<file path="config.mk">
export PLATFORM = sky130hd
export DESIGN_NAME = squarewave_analyzer
export DESIGN_NICKNAME = d
export VERILOG_FILES = /design/src/rtl/squarewave_analyzer.sv
export SDC_FILE = /design/constraint.sdc
export NUM_CORES = 1
export LEC_CHECK = 0
export CORE_UTILIZATION = 35
export CTS_BUF_LIST = sky130_fd_sc_hd__clkbuf_8
export DETAILED_ROUTE_END_ITERATION = 10
export GPL_ROUTABILITY_DRIVEN = 0
export HOLD_SLACK_MARGIN = 0.05
export SLEW_MARGIN = 0
export SYNTH_ARGS = -nofsm -noshare
export SYNTH_HDL_FRONTEND = slang
export SYNTH_SLANG_ARGS = --single-unit
export TNS_END_PERCENT = 20
</file>
<file path="constraint.sdc">
create_clock -name clk -period 5.14 [get_ports clk]
set_input_delay 1.542 -clock clk [delete_from_list [all_inputs] [get_ports clk]]
set_output_delay 1.542 -clock clk [all_outputs]
set_load 0.005 [all_outputs]
</file>
<file path="src/rtl/squarewave_analyzer.sv">
// Square-wave high/low/period analyzer with timeout detection.
// Ports: clk/reset (sync, active-high); w = asynchronous wave input;
//        high_cycles/low_cycles/period_cycles/m/n = results, valid = publish pulse, timeout = sticky stall flag.
module squarewave_analyzer #(
  parameter int CNT_W = 10,
  parameter int DIV   = 5
) (
  input  logic             clk,
  input  logic             reset,
  input  logic             w,
  output logic [CNT_W-1:0] high_cycles,
  output logic [CNT_W-1:0] low_cycles,
  output logic [CNT_W:0]   period_cycles,
  output logic [CNT_W-1:0] m,
  output logic [CNT_W-1:0] n,
  output logic             valid,
  output logic             timeout
);

  localparam logic [CNT_W-1:0] CNT_MAX = {CNT_W{1'b1}};
  localparam logic [CNT_W-1:0] CNT_ONE = CNT_W'(1);
  localparam logic [CNT_W-1:0] DIV_V   = CNT_W'(DIV);

  typedef enum logic [1:0] {IDLE, MEAS_HIGH, MEAS_LOW} state_t;

  state_t           state;
  logic             w_meta;
  logic             w_s;
  logic             w_d;
  logic             rise;
  logic             fall;
  logic             sat;
  logic             have_high;
  logic [CNT_W-1:0] cnt;
  logic [CNT_W-1:0] high_len;
  logic [CNT_W-1:0] low_len;

  assign rise = w_s & ~w_d;
  assign fall = ~w_s & w_d;
  // A phase that reaches the counter ceiling is a stall, even if the
  // edge ending it lands in this very cycle.
  assign sat  = (cnt == CNT_MAX);

  always_ff @(posedge clk) begin
    if (reset) begin
      w_meta        <= 1'b0;
      w_s           <= 1'b0;
      w_d           <= 1'b0;
      cnt           <= '0;
      have_high     <= 1'b0;
      high_len      <= '0;
      low_len       <= '0;
      state         <= IDLE;
      high_cycles   <= '0;
      low_cycles    <= '0;
      period_cycles <= '0;
      m             <= '0;
      n             <= '0;
      valid         <= 1'b0;
      timeout       <= 1'b0;
    end else begin
      w_meta <= w;
      w_s    <= w_meta;
      w_d    <= w_s;

      // cnt equals the number of cycles w_s has held its current level.
      if (rise || fall) begin
        cnt <= CNT_ONE;
      end else if (!sat) begin
        cnt <= cnt + CNT_ONE;
      end

      valid <= 1'b0;

      if (sat) begin
        timeout   <= 1'b1;
        have_high <= 1'b0;
        state     <= IDLE;
      end else begin
        case (state)
          // Partial phase after reset/timeout is unusable; resync on a fall.
          IDLE: begin
            if (fall) begin
              have_high <= 1'b0;
              state     <= MEAS_LOW;
            end
          end
          MEAS_LOW: begin
            if (rise) begin
              low_len <= cnt;
              state   <= MEAS_HIGH;
              // Publish only once a complete high phase precedes this low.
              if (have_high) begin
                high_cycles   <= high_len;
                low_cycles    <= cnt;
                period_cycles <= {1'b0, high_len} + {1'b0, cnt};
                m             <= high_len / DIV_V;
                n             <= cnt / DIV_V;
                valid         <= 1'b1;
                timeout       <= 1'b0;
              end
            end
          end
          MEAS_HIGH: begin
            if (fall) begin
              high_len  <= cnt;
              have_high <= 1'b1;
              state     <= MEAS_LOW;
            end
          end
          default: state <= IDLE;
        endcase
      end
    end
  end

  // low_len holds the most recent low phase, published or not; it is kept
  // for observation and deliberately has no other consumer.
  logic unused_low_len;
  assign unused_low_len = ^low_len;

endmodule
</file>
# Word level (Yosys, flattened, before mapping)
# Index checks and enable logic that the tools add are counted.
[op_classes] eq_ne=8 n_reduce_logical=15 add_sub_neg=2 n_bitwise=7 div_mod_pow=2 n_mux=13
[op_table] operator="$div A10 B3 Y10 const B" count=2
[op_table] operator="$add A10 B10 Y11" count=1
[op_table] operator="$add A10 B1 Y10 const B" count=1
[op_table] operator="$eq A10 B10 Y1 const B" count=1
[op_table] operator="$mux W1" count=9
[op_table] operator="$reduce_and A3 Y1" count=3
[op_table] operator="$reduce_bool A2 Y1" count=4
[op_table] operator="$ne A2 B2 Y1 const B" count=3
[op_table] operator="$reduce_or A2 Y1" count=3
[op_table] operator="$not A1 Y1" count=5
[op_table] operator="$mux W2" count=2
[op_table] operator="$ne A2 B1 Y1 const B" count=2
[op_table] operator="$pmux W2 S2" count=1
[op_table] operator="$reduce_and A4 Y1" count=1
[op_table] operator="$reduce_or A4 Y1" count=1
[op_table] operator="$and A1 B1 Y1" count=2
[op_table] operator="$eq A2 B1 Y1 const B" count=1
[op_table] operator="$eq A2 B2 Y1 const B" count=1
[op_table] operator="$logic_not A2 Y1" count=1
[op_table] operator="$pmux W1 S2" count=1
[op_table] operator="$reduce_and A2 Y1" count=1
[op_table] operator="$logic_or A1 B1 Y1" count=1
[totals] output_inout_bits=53 reg_bits=79 input_bits=3 wordCells=62

# Logic depth before layout (Yosys ltp)
[logic_depth] word_depth=5 depth_mapped=17 depth_no_buf=15

# Worst setup path before layout
# No wires, ideal clock.
[synth_path] path_type="reg-to-reg" startpoint="register cnt[8]" endpoint="register n[0]" path_slack_ns=1.803 setup_ns=0.129 path_stages_with_launch=15 arrival_time_ns=3.208 n_path_buf=1 t_required_ns=5.011 period_less_slack_ns=3.337 path_cell_list="dfxtp_1 -> buf_6 -> nor2b_2 -> a22o_4 -> a221o_1 -> nor2_1 -> nor2_1 -> o32ai_2 -> xnor2_1 -> ha_1 -> nand3_1 -> o32a_1 -> o211a_1 -> o41ai_1 -> a21oi_1"
[synth_via] elab_chain_len=3 elab_cells_between_ends=4 cone_classes="div (1); eq/ne (1); bitwise (1); reduce/logical (1)"
[synth_rtl] item="start, declared" line_no="34" source="logic [CNT_W-1:0] cnt;"
[synth_rtl] item="start signal, assigned" line_no="70" source="cnt <= cnt + CNT_ONE;"
[synth_rtl] item="branches (longest 3 deep; another with $div A10 B3 Y10)"
[synth_rtl] item="end signal, assigned" line_no="98" source="n <= cnt / DIV_V;"
[synth_rtl] item="end, declared" line_no="15" source="output logic [CNT_W-1:0] n,"
# Parallel ways; which one is timed is not known.
# A chain may end at the register's enable or synchronous reset.

# Final worst setup path
# Ends and elaborated chain as after synthesis.

==> impl_metrics.env <==
export IMPL_crit_top_cell="xnor2_1"
export IMPL_post_cts_buffers=0
export IMPL_yosys_most_used_dff="dfxtp_1"
export IMPL_finalSetupTns_ns=0
export IMPL_yosys_top_cells_area="dfxtp_1 29%, a21oi_1 6.9%, nand2_1 6.8%"
export IMPL_p_leak_uw=0.00199
export IMPL_pin_count=56
export IMPL_outcome="finished, final reports clean"
export IMPL_timing_final_crit_share_pct=84.5
export IMPL_worstMarginPinSlew_ns=0.785
export IMPL_cts_tree="built"
export IMPL_crit_end="n[0]"
export IMPL_n_antenna_cell=0
export IMPL_drcViolationCount=0
export IMPL_path_max_fanout=20
export IMPL_drt_wl_total_um=13800
export IMPL_viasPerCell=5.67
export IMPL_grtUsageTotal_pct=18.9
export IMPL_drive_above_1_share_pct=7.76
export IMPL_cp_start_kind="register"
export IMPL_core_um2=14100
export IMPL_cts_buffer_depth=2
export IMPL_dr_pass1_iters=5
export IMPL_insertion_delay_ns=0.36
export IMPL_crit_arrival_ns=4.58
export IMPL_vias=4969
export IMPL_r2r_start="cnt[8]"
export IMPL_seq_area_um2=1500
export IMPL_post_route_util_pct=41.6
export IMPL_numPortBuffers=51
export IMPL_rrSetupSlack_ns=0.80
export IMPL_cp_required_ns=5.38
export IMPL_grt_max_degree=42
export IMPL_final_max_slew_viol_count=0
export IMPL_antenna_found_initial=0
export IMPL_grt_first_pass_wirelength_um=23100
export IMPL_path_clk_slew_ns=0.09
export IMPL_drt_iter0_drc=409
export IMPL_timing_rr_end="n[0]"
export IMPL_cts_max_level=3
export IMPL_start_util_pct=36.4
export IMPL_die_w_um=123
export IMPL_ctsHoldBuffers=0
export IMPL_slew_headroom_pct=47.3
export IMPL_grt_overflow=0
export IMPL_hp_class="register to register"
export IMPL_power_density_nw_per_um2=182
export IMPL_wire_per_inst_um=15.8
export IMPL_num_fill_cells=1460
export IMPL_ant_nets=0
export IMPL_yosysTopAreaCellShare_pct=29.3
export IMPL_synth_area_leader_cell="dfxtp_1"
export IMPL_maxCapViolations=0
export IMPL_place_area_um2=5680
export IMPL_cpMaxStageDelayCell="dfxtp_1"
export IMPL_final_common_cell="nand2_1"
export IMPL_multiInputGateArea_um2=3300
export IMPL_skew_ns=0.00832
export IMPL_setup_violations=0
export IMPL_grt_setup_unrepaired="no"
export IMPL_dieArea_um2=15100
export IMPL_synth_cells=673
export IMPL_synth_area_um2=5130
export IMPL_hp_start="w_meta"
export IMPL_die_h_um=123
export IMPL_final_cell_mix="93 x nand2_1, 75 x dfxtp_1, 71 x a21oi_1"
export IMPL_async_flop_share_pct=0
export IMPL_cpLargestDelayFamily="compound AO/OA/AOI/OAI gates"
export IMPL_ir_worst_vdd_mv=0.151
export IMPL_synth_edf_count=0
export IMPL_ys_ff_latch=75
export IMPL_power_total_uw=1070
export IMPL_critPathKind="register to register"
export IMPL_yosysSeqAreaShare_pct=29.3
export IMPL_crit_chain="nor2b_2, xnor2_1, o221ai_2, maj3_1, nor2_1, o32ai_2, xnor2_1, ha_1, nand3_1, o32a_1, o211a_1, o41ai_1, a21oi_1"
export IMPL_cts_resized=0
export IMPL_fin_area_um2=5870
export IMPL_rr_worst_depth=13
export IMPL_cp_end_kind="register"
export IMPL_max_stage_delay_ns=0.76
export IMPL_std_cell_rows=43
export IMPL_path_depth=13
export IMPL_synth_warnings=0
export IMPL_dp_hpwl_um=9790
export IMPL_finalHoldViolCount=0
export IMPL_cts_sinks=75
export IMPL_cts_buffers_inserted=9
export IMPL_min_period_ns=4.34
export IMPL_area_delta_synth_final_pct=14.4
export IMPL_fmax_mhz=230
export IMPL_crit_start="cnt[8]"
export IMPL_synth_distinct_cells=85
export IMPL_avgSynthCellArea_um2=7.62
export IMPL_cp_num_buf_inv=0
export IMPL_cts_root_buffer="clkbuf_8"
export IMPL_layout_nets=714
export IMPL_first_global_vias=4664
==> per-stage QoR <==
step	setup WS (ns)	cells	hold slack (ns)
6_report	0.797	876	0.455
5_1_grt	0.474	876	0.475
4_1_cts	0.817	876	0.459
3_5_place_dp	0.823	860	0.431
3_3_place_gp	1.05	860	0.440
2_1_floorplan	1.80	676	0.414
==> metal layers <==
layer / GRT usage [%] / vias to the layer above / wire length (um)
met5: 0 / - / 0
li1: - / 2450 / -
met3: 3.32 / 13 / 769
met1: 26.3 / 2346 / 6680
met4: 3.99 / 0 / 116
met2: 30.3 / 160 / 6240
==> report_power, final <==
group	leakage [uW]	internal, uW	switching, uW
sequential	0.000605	584	8.21
clock	0.0000855	192	238
combinational	0.00130	16.0	28.6
==> final cells by class <==
class	count	area share, %
Multi-Input combinational cell	522	56.3
Sequential cell	75	25.6
Timing Repair Buffer	58	9.51
Tap cell	180	3.84
Clock buffer	10	2.35
Inverter	25	1.60
Clock inverter	6	0.832
==> logic make-up (layout without fill, tap and decap cells) <==
| family | count (synthesis) | count (layout) | share of synthesized area (%) |
|---|---|---|---|
| fa+ha+maj | 22 | 22 | 5.44 |
| other cells | 1 | 4 | 0.0731 |
| buf+inv | 79 | 99 | 6.78 |
| flops | 75 | 75 | 29.3 |
| mux | 6 | 6 | 1.41 |
| xor+xnor | 19 | 19 | 3.39 |
| simple gates | 259 | 259 | 24.0 |
| compound gates | 212 | 212 | 29.6 |
==> synth_stat cells, drive strengths merged (8+ instances only) <==
master / n
a211oi: 16
a21oi: 73
a221oi: 8
buf: 23
clkbuf: 31
dfxtp: 75
ha: 19
inv: 25
nand2: 93
nand2b: 12
nand3: 12
nor2: 63
nor2b: 13
nor3: 24
o21ai: 34
xnor2: 17
==> registers in the layout, summed over array words and instances (netlist names) <==
signal,cells
period_cycles,11
cnt,10
high_cycles,10
high_len,10
low_cycles,10
m,8
n,8
state,2
have_high,1
timeout,1
valid,1
w_d,1
w_meta,1
w_s,1
==> how the worst min path moves through the flow <==
| stage | endpoint | depth (start not counted) |
|---|---|---|
| global placement | w_s | 1 |
| finish | w_s | 1 |
| global route | w_s | 1 |
| detailed placement | w_s | 1 |
| floorplan | w_s | 1 |
| CTS | w_s | 1 |
Power figures use the tool's default switching activity.
